`src/rtl/dec_exc_update.sv`:
```
// Decoder excitation rebuild for one subframe:
// exc[i] = round(L_shl(L_mac(L_mult(exc[i],gp), code[i], gc), 1)).
module dec_exc_update #(
    parameter int ADDR_W = 12
) (
    input  logic              clock,
    input  logic              reset,
    input  logic              start,
    input  logic [ADDR_W-1:0] exc,
    input  logic [ADDR_W-1:0] code,
    input  logic [15:0]       gain_pit,
    input  logic [15:0]       gain_code,
    input  logic [15:0]       L_SUBFR,
    input  logic [15:0]       addIn,
    input  logic [31:0]       L_multIn,
    input  logic [31:0]       L_macIn,
    input  logic [31:0]       L_shlIn,
    input  logic              L_shlDone,
    input  logic [31:0]       L_addIn,
    input  logic [31:0]       memIn,
    output logic [15:0]       addOutA,
    output logic [15:0]       addOutB,
    output logic [15:0]       L_multOutA,
    output logic [15:0]       L_multOutB,
    output logic [15:0]       L_macOutA,
    output logic [15:0]       L_macOutB,
    output logic [31:0]       L_macOutC,
    output logic              L_shlReady,
    output logic [31:0]       L_shlOutA,
    output logic [15:0]       L_shlOutB,
    output logic [31:0]       L_addOutA,
    output logic [31:0]       L_addOutB,
    output logic [ADDR_W-1:0] memReadAddr,
    output logic [ADDR_W-1:0] memWriteAddr,
    output logic [31:0]       memOut,
    output logic              memWriteEn,
    output logic              done
);

    typedef enum logic [3:0] {
        INIT,
        FOR_CHECK,
        L_MULT,
        L_MAC,
        L_SHL,
        ROUND,
        WRITE,
        INC,
        DONE
    } state_t;

    state_t      state_q, state_d;
    logic [15:0] i_q, i_d;
    logic [31:0] l_temp_q, l_temp_d;
    logic [15:0] gp_q, gp_d;
    logic [15:0] gc_q, gc_d;

    logic [15:0] exc_ext;
    logic [15:0] code_ext;
    logic        unused_ok;

    assign exc_ext   = {{(16 - ADDR_W){1'b0}}, exc};
    assign code_ext  = {{(16 - ADDR_W){1'b0}}, code};
    assign unused_ok = ^memIn[31:16];

    // Shared-unit ports are driven combinationally so results return in the same cycle.
    always_comb begin
        state_d      = state_q;
        i_d          = i_q;
        l_temp_d     = l_temp_q;
        gp_d         = gp_q;
        gc_d         = gc_q;
        addOutA      = '0;
        addOutB      = '0;
        L_multOutA   = '0;
        L_multOutB   = '0;
        L_macOutA    = '0;
        L_macOutB    = '0;
        L_macOutC    = '0;
        L_shlReady   = 1'b0;
        L_shlOutA    = '0;
        L_shlOutB    = '0;
        L_addOutA    = '0;
        L_addOutB    = '0;
        memReadAddr  = '0;
        memWriteAddr = '0;
        memOut       = '0;
        memWriteEn   = 1'b0;
        done         = 1'b0;

        unique case (state_q)
            INIT: begin
                i_d = '0;
                if (start) begin
                    gp_d    = gain_pit;
                    gc_d    = gain_code;
                    state_d = FOR_CHECK;
                end
            end
            FOR_CHECK: begin
                if (i_q < L_SUBFR) begin
                    addOutA     = exc_ext;
                    addOutB     = i_q;
                    memReadAddr = addIn[ADDR_W-1:0];
                    state_d     = L_MULT;
                end else begin
                    state_d = DONE;
                end
            end
            L_MULT: begin
                L_multOutA  = memIn[15:0];
                L_multOutB  = gp_q;
                l_temp_d    = L_multIn;
                addOutA     = code_ext;
                addOutB     = i_q;
                memReadAddr = addIn[ADDR_W-1:0];
                state_d     = L_MAC;
            end
            L_MAC: begin
                L_macOutA = memIn[15:0];
                L_macOutB = gc_q;
                L_macOutC = l_temp_q;
                l_temp_d  = L_macIn;
                state_d   = L_SHL;
            end
            L_SHL: begin
                L_shlReady = 1'b1;
                L_shlOutA  = l_temp_q;
                L_shlOutB  = 16'd1;
                if (L_shlDone) begin
                    l_temp_d = L_shlIn;
                    state_d  = ROUND;
                end
            end
            ROUND: begin
                L_addOutA = l_temp_q;
                L_addOutB = 32'h0000_8000;
                l_temp_d  = L_addIn;
                state_d   = WRITE;
            end
            WRITE: begin
                addOutA      = exc_ext;
                addOutB      = i_q;
                memWriteAddr = addIn[ADDR_W-1:0];
                memOut       = {{16{l_temp_q[31]}}, l_temp_q[31:16]};
                memWriteEn   = 1'b1;
                state_d      = INC;
            end
            INC: begin
                addOutA = i_q;
                addOutB = 16'd1;
                i_d     = addIn;
                state_d = FOR_CHECK;
            end
            DONE: begin
                done    = 1'b1;
                state_d = INIT;
            end
            default: state_d = INIT;
        endcase
    end

    always_ff @(posedge clock or posedge reset) begin
        if (reset) begin
            state_q  <= INIT;
            i_q      <= '0;
            l_temp_q <= '0;
            gp_q     <= '0;
            gc_q     <= '0;
        end else begin
            state_q  <= state_d;
            i_q      <= i_d;
            l_temp_q <= l_temp_d;
            gp_q     <= gp_d;
            gc_q     <= gc_d;
        end
    end

endmodule

```
`config.mk`:
```
export PLATFORM = sky130hd
export DESIGN_NAME = dec_exc_update
export DESIGN_NICKNAME = d
export VERILOG_FILES = /design/src/rtl/dec_exc_update.sv
export SDC_FILE = /design/constraint.sdc
export NUM_CORES = 1
export LEC_CHECK = 0
export ABC_AREA = 1
export CAP_MARGIN = 5
export CORE_AREA = 2 2 213 215
export CTS_BUF_LIST = sky130_fd_sc_hd__clkbuf_8 sky130_fd_sc_hd__clkbuf_16
export CTS_CLUSTER_SIZE = 10
export DETAILED_ROUTE_END_ITERATION = 8
export DIE_AREA = 0 0 215 217
export GPL_TIMING_DRIVEN = 1
export PLACE_DENSITY = 0.46
export SETUP_SLACK_MARGIN = 0.3
export SLEW_MARGIN = 0
export SYNTH_ARGS = -nofsm -noshare
export SYNTH_HDL_FRONTEND = slang
export SYNTH_SLANG_ARGS = --single-unit
```
`constraint.sdc`:
```
create_clock -name clock -period 2.2 [get_ports clock]
set_input_delay 0.22 -clock clock [delete_from_list [all_inputs] [get_ports clock]]
set_output_delay 0.22 -clock clock [all_outputs]
set_load 0.01 [all_outputs]
```
# Yosys cells after proc, flatten, opt, wreduce, memory -nomap -nowiden
# Index checks and enable logic that the tools add are counted.
classes:
  muxes: 27
  reduce_logical: 7
  n_lt_le_gt_ge: 1
  eq_ne: 10
ops:
  columns: ["cell", "n"]
  rows:
  - ["2-to-1 mux 32 bit", 5]
  - ["one-hot mux 32 bit (4 select lines)", 1]
  - ["2-to-1 mux 16 bit", 6]
  - ["one-hot mux 16 bit (4 select lines)", 1]
  - ["one-hot mux 16 bit (3 select lines)", 1]
  - ["2-to-1 mux 12 bit", 3]
  - ["one-hot mux 16 bit (2 select lines)", 1]
  - ["one-hot mux 4 bit (8 select lines)", 1]
  - ["one-hot mux 12 bit (2 select lines)", 1]
  - ["equality test 4 x 3 -> 1 bit, second input constant", 4]
  - ["less-than comparator 16 bit", 1]
  - ["2-to-1 mux 4 bit", 3]
  - ["equality test 4 x 2 -> 1 bit, second input constant", 2]
  - ["AND reduction 2 bit", 3]
  - ["equality test 4 x 1 -> 1 bit, second input constant", 1]
  - ["equality test 4 bit, second input constant", 1]
  - ["zero test 4 bit", 1]
  - ["2-to-1 mux 1 bit", 4]
  - ["!= test 2 bit, second input constant", 2]
  - ["nonzero test 4 bit", 1]
  - ["nonzero test 2 bit", 1]
  - ["OR reduction 2 bit", 1]
totals:
  wordCells: 50
  regBits: 84
  out_inout_bits: 299
  input_bits: 252

# Logic depth before layout (Yosys ltp)
logic_depth:
  ltp_word: 3
  ltp_mapped: 12
  mapped_depth_nobuf: 11

# Worst setup path before layout
# No wires, ideal clock.
synth_path:
  kind: "register to output"
  from: "register state_q[3]"
  to: "output memOut[16]"
  arrival_ns: 1.933
  stages_incl_launch_ff: 6
  t_required_ns: 1.980
  n_path_buf: 2
  setup_slack_ns: 0.047
  path_cell_list: "dfrtp_1 -> nor3_2 -> nand2_1 -> clkbuf_1 -> nor2_1 -> buf_4"
synth_between:
  elab_chain_cells: 2
synth_rtl:
  columns: ["element", "line_no", "text"]
  rows:
  - ["from (decl)", "52", "state_t state_q, state_d;"]
  - ["from (signal assigned)", "171", "state_q <= state_d;"]
  - ["equality test 4 x 3 -> 1 bit", "91", "unique case (state_q)"]
  - ["2-to-1 mux 32 bit", "91", null]
  - ["to (decl)", "35", "output logic [31:0] memOut,"]
# No other way between the ends.

# Worst setup path after layout
layout_path:
  from: "register i_q[13]"
  to: "output addOutB[8]"
layout_between:
  elab_chain_cells: 3
layout_rtl:
  columns: ["element", "line_no", "text"]
  rows:
  - ["from (decl)", "53", "logic [15:0] i_q, i_d;"]
  - ["from (signal assigned)", "172", "i_q <= i_d;"]
  - ["less-than comparator 16 bit", "101", "if (i_q < L_SUBFR) begin"]
  - ["2-to-1 mux 16 bit", "101", null]
  - ["one-hot mux 16 bit (3 select lines)", "91", null]
  - ["to (decl)", "22", "output logic [15:0] addOutB,"]
# No other way between the ends.

==> flow_summary_export.csv <==
group,metric,value,unit
synthesis,synth.most_common_cell,"sky130_fd_sc_hd__nor2_1",
routing,detailed_routed_wire_length_on_met2,22300,um
worst_setup_path,setup.worst_path.end_class,"primary output",
synthesis,synth.cell_area,6470,um^2
timing,setup_viol_count_final,178,
floorplan,die-height,217,um
worst_setup_path,timing_worst_setup_path_type,"reg2out",
power_and_ir_drop,power_leakage,7.68,nW
finish,layout-drive-gt1-share,48.5,%
placed_design,place_area,12200,um^2
grt,antenna_violations_before_repair,0,
grt,largest_net_degree_at_the_start_of_global_routing,85,
synthesis,synth_cells,1009,
placed_design,place.port_buffers,488,
finish,seqCellArea,2110,um^2
timing,worst_slew_margin_rel,63.4,%
worst_setup_path,path_buf_inv,4,
routing,antenna_left,0,
power_and_ir_drop,power_density,1260,nW/um^2
worst_setup_path,r2r_start,"state_q[3]",
worst_setup_path,rr_endpoint,"l_temp_q[21]",
synthesis,postSynthAreaPerCell,6.42,um^2
grt,first_global_vias,9100,
floorplan,i_o_pin_total,551,
grt,grt_util_all_layers,17.3,%
synthesis,synthDominantAreaCellType,"sky130_fd_sc_hd__dfrtp_1",
synthesis,synth_top_area_share,32.5,%
routing,detailedRoute.firstIterationViolations,530,
worst_setup_path,worst-endpoint-arrival,2.32,ns
clock_network,post_cts_clock_slew_at_the_launch_and_capture_registers_of_the_worst_setup_and_hold_paths,0.07,ns
routing,vias_per_cell,4.07,
clock_network,numCtsBuffers,9,
floorplan,fp.dieW,215,um
floorplan,core-area,44700,um^2
timing,worst_pin_slew,0.549,ns
timing,drv_slew,0,
outcome,outcome,"complete, but fails checks",
finish,finish.net_count,1928,
timing,hold_violations,0,
synthesis,postSynthRegisterBits,84,
outcome,failing_checks,"setup timing",
clock_network,h-tree-depth,3,
synthesis,main_area_contributors_after_synthesis,"sky130_fd_sc_hd__dfrtp_1, sky130_fd_sc_hd__nor2_1, sky130_fd_sc_hd__inv_1, sky130_fd_sc_hd__nand2_1, sky130_fd_sc_hd__buf_4",
synthesis,synth_warnings,0,
worst_setup_path,crit_fanout,12,
synthesis,ys_top_cells_by_count,"sky130_fd_sc_hd__nor2_1, sky130_fd_sc_hd__inv_1, sky130_fd_sc_hd__nand2_1",
routing,route.detailed.drc,0,
power_and_ir_drop,vdd.ir_drop.worst,601,uV
worst_hold_path,hold_class,"in2async",
clock_network,cts_root_buffer,"sky130_fd_sc_hd__clkbuf_16",
routing,wire_length_the_detailed_router_placed_on_met1,17200,um
worst_setup_path,slowest_stage,"sky130_fd_sc_hd__dfrtp_1",
flow_run,drv.max_cap_violation_count,0,
synthesis,synth_enable_flop_cells,0,
routing,num_vias,9221,
finish,fillerInstances,4562,
timing,achievable_freq,394,MHz
floorplan,dieArea,46700,um^2
synthesis,async_reset_ff_share,100,%
synthesis,yosysUniqueCellTypes,31,
synthesis,synth-main-ff-cell,"sky130_fd_sc_hd__dfrtp_1",
routing,finalWirelength,43100,um
timing,worst_slack,-0.339,ns
placed_design,detailed_place_hpwl,26800,um
timing,fin_skew,0.0122,ns
routing,met3WireLength,2530,um
timing,hold_ws,0.327,ns
timing,grt_setup_unrepaired,"yes",
routing,drt-wirelength-per-cell,19.0,um
timing,setup-tns-final,-20.94,ns
clock_network,worst_case_clock_buffer_depth,2,
worst_setup_path,worst-r2r-cell-count,16,
worst_setup_path,worst_path_dominant_cell_family,"buffers and inverters",
timing,timing.final.crit_share,115,%
finish,area_growth_syn_to_layout,165,%
grt,grt_first_pass_wirelength,60000,um
worst_setup_path,timing.critical_path.required,1.98,ns
timing,period_needed,2.54,ns
worst_setup_path,r2r_slack,-0.13,ns
worst_setup_path,worstPathCellList,"ha_4 > nand4_1 > a21oi_2 > nor2_2 > buf_4 > nand3_4 > buf_6 > buf_16 > a21oi_1 > buf_2",
clock_network,tritoncts_num_sinks,84,
routing,topRoutingLayerUsed,"met4",
placed_design,gpl.final_weighted_congestion,0.847,
finish,post_route_standard_cell_area_excluding_fillers,17200,um^2
clock_network,worstSkewPairLatency,0.37,ns
synthesis,synth-seq-area-share,32.5,%
clock_network,tritoncts,"done",
finish,n_antenna_cell,0,
worst_setup_path,maximum_cell_stage_delay_along_the_critical_path,0.42,ns
routing,drt_first_pass_iters,5,
floorplan,fp-row-count,78,
finish,multiInputGateArea,5100,um^2
worst_setup_path,start_kind,"register",
floorplan,initial_core_util,14.5,%
grt,grt_remaining_overflow,0,
clock_network,cts-hold-fix-buffers,0,
## report_power, final
part / leakage, nW / internal [mW] / switching, mW
combinational: 6.45 / 8.23 / 8.84
clock: 0.176 / 1.22 / 0.747
sequential: 1.05 / 2.30 / 0.345
total: 7.68 / 11.8 / 9.93
## worst max path at each step
stage / from / endpoint / slack [ns] / cells after the start
after CTS: i_q[11] / memReadAddr[3] / -0.36 / 12
after floorplan: i_q[15] / addOutB[10] / 0.28 / 7
after detailed placement: L_SUBFR[3] / memReadAddr[3] / -0.66 / 12
final: i_q[13] / addOutB[8] / -0.34 / 10
after global placement: L_SUBFR[3] / addOutB[12] / -0.62 / 14
after global routing: i_q[9] / memReadAddr[4] / -0.41 / 12
## sequential cells by signal (all words and copies together), names as in the netlist
name,flops
gp_q,16
state_q,4
i_q,16
gc_q,16
l_temp_q,32
## final cells by class
cell class	count	area share (%)
Timing Repair Buffer	712	47.0
Multi-Input combinational cell	677	29.7
Sequential cell	84	12.3
Tap cell	600	4.37
Inverter	173	4.04
Clock buffer	9	1.31
Clock inverter	6	0.802
Timing Repair inverter	4	0.459
## logic make-up after synthesis
logic type	Yosys count	share of synthesized area (%)
simple gates	414	25.8
buf+inv	293	21.5
compound gates	202	17.3
flops	84	32.5
fa+ha+maj	15	2.90
other cells	1	0.0579
## layout by cell type, fill, tap and decap left out, types with 3 or more instances in the layout
| cell | Yosys | final |
|---|---|---|
| sky130_fd_sc_hd__buf_6 | 5 | 247 |
| sky130_fd_sc_hd__clkdlybuf4s50_1 | 0 | 235 |
| sky130_fd_sc_hd__inv_1 | 169 | 162 |
| sky130_fd_sc_hd__nor2_4 | 1 | 152 |
| sky130_fd_sc_hd__nand2_1 | 161 | 150 |
| sky130_fd_sc_hd__buf_2 | 15 | 83 |
| sky130_fd_sc_hd__dfrtp_1 | 84 | 81 |
| sky130_fd_sc_hd__o21ai_0 | 87 | 65 |
| sky130_fd_sc_hd__buf_12 | 0 | 47 |
| sky130_fd_sc_hd__buf_4 | 63 | 47 |
| sky130_fd_sc_hd__conb_1 | 1 | 46 |
| sky130_fd_sc_hd__buf_16 | 0 | 31 |
| sky130_fd_sc_hd__nor2_2 | 1 | 28 |
| sky130_fd_sc_hd__o22ai_1 | 30 | 26 |
| sky130_fd_sc_hd__o21ai_2 | 6 | 25 |
| sky130_fd_sc_hd__a21oi_2 | 0 | 24 |
| sky130_fd_sc_hd__nand3_1 | 30 | 22 |
| sky130_fd_sc_hd__nor2_1 | 199 | 21 |
| sky130_fd_sc_hd__buf_8 | 0 | 18 |
| sky130_fd_sc_hd__a21oi_1 | 51 | 16 |
| sky130_fd_sc_hd__nand4_1 | 13 | 13 |
| sky130_fd_sc_hd__a211oi_2 | 0 | 13 |
| sky130_fd_sc_hd__clkbuf_16 | 0 | 12 |
| sky130_fd_sc_hd__a21oi_4 | 0 | 11 |
| sky130_fd_sc_hd__o21ai_1 | 9 | 10 |
| sky130_fd_sc_hd__nand3_2 | 1 | 8 |
| sky130_fd_sc_hd__ha_1 | 15 | 8 |
| sky130_fd_sc_hd__nand2_8 | 0 | 7 |
| sky130_fd_sc_hd__ha_4 | 0 | 7 |
| sky130_fd_sc_hd__inv_2 | 2 | 5 |
| sky130_fd_sc_hd__nand2_4 | 1 | 5 |
| sky130_fd_sc_hd__a211oi_4 | 0 | 5 |
| sky130_fd_sc_hd__nand2_2 | 4 | 4 |
| sky130_fd_sc_hd__o22ai_2 | 0 | 4 |
| sky130_fd_sc_hd__bufinv_16 | 0 | 4 |
| sky130_fd_sc_hd__clkinv_8 | 0 | 3 |
| sky130_fd_sc_hd__dfrtp_2 | 0 | 3 |
## repair_timing
item,CTS,global route
gates resized for setup,1409,455
pin swaps,60,70
setup endpoints to repair,285,286
buffers inserted,98,40
gates cloned,33,4
## layer usage
| layer | vias up | track usage, % |
|---|---|---|
| met5 | - | 0 |
| met1 | 4413 | 20.3 |
| li1 | 4362 | - |
| met2 | 395 | 32.0 |
| met4 | 0 | 5.29 |
| met3 | 51 | 2.99 |
## tightest hold or removal path: stages
cell	delay, ns
sky130_fd_sc_hd__clkdlybuf4s50_1	0.44
sky130_fd_sc_hd__clkinvlp_4	0.09
sky130_fd_sc_hd__buf_12	0.38
## per-stage QoR
stage	util [%]	power (mW)	setup WS [ns]	cells
6_report	38.4	21.7	-0.339	2265
5_1_grt	38.4	22.9	-0.407	2265
4_1_cts	32.7	18.7	-0.363	2221
3_5_place_dp	27.2	11.7	-0.656	2075
3_3_place_gp	27.2	11.6	-0.618	2075
2_1_floorplan	-	7.26	0.277	1054
Power figures use the tool's default switching activity.
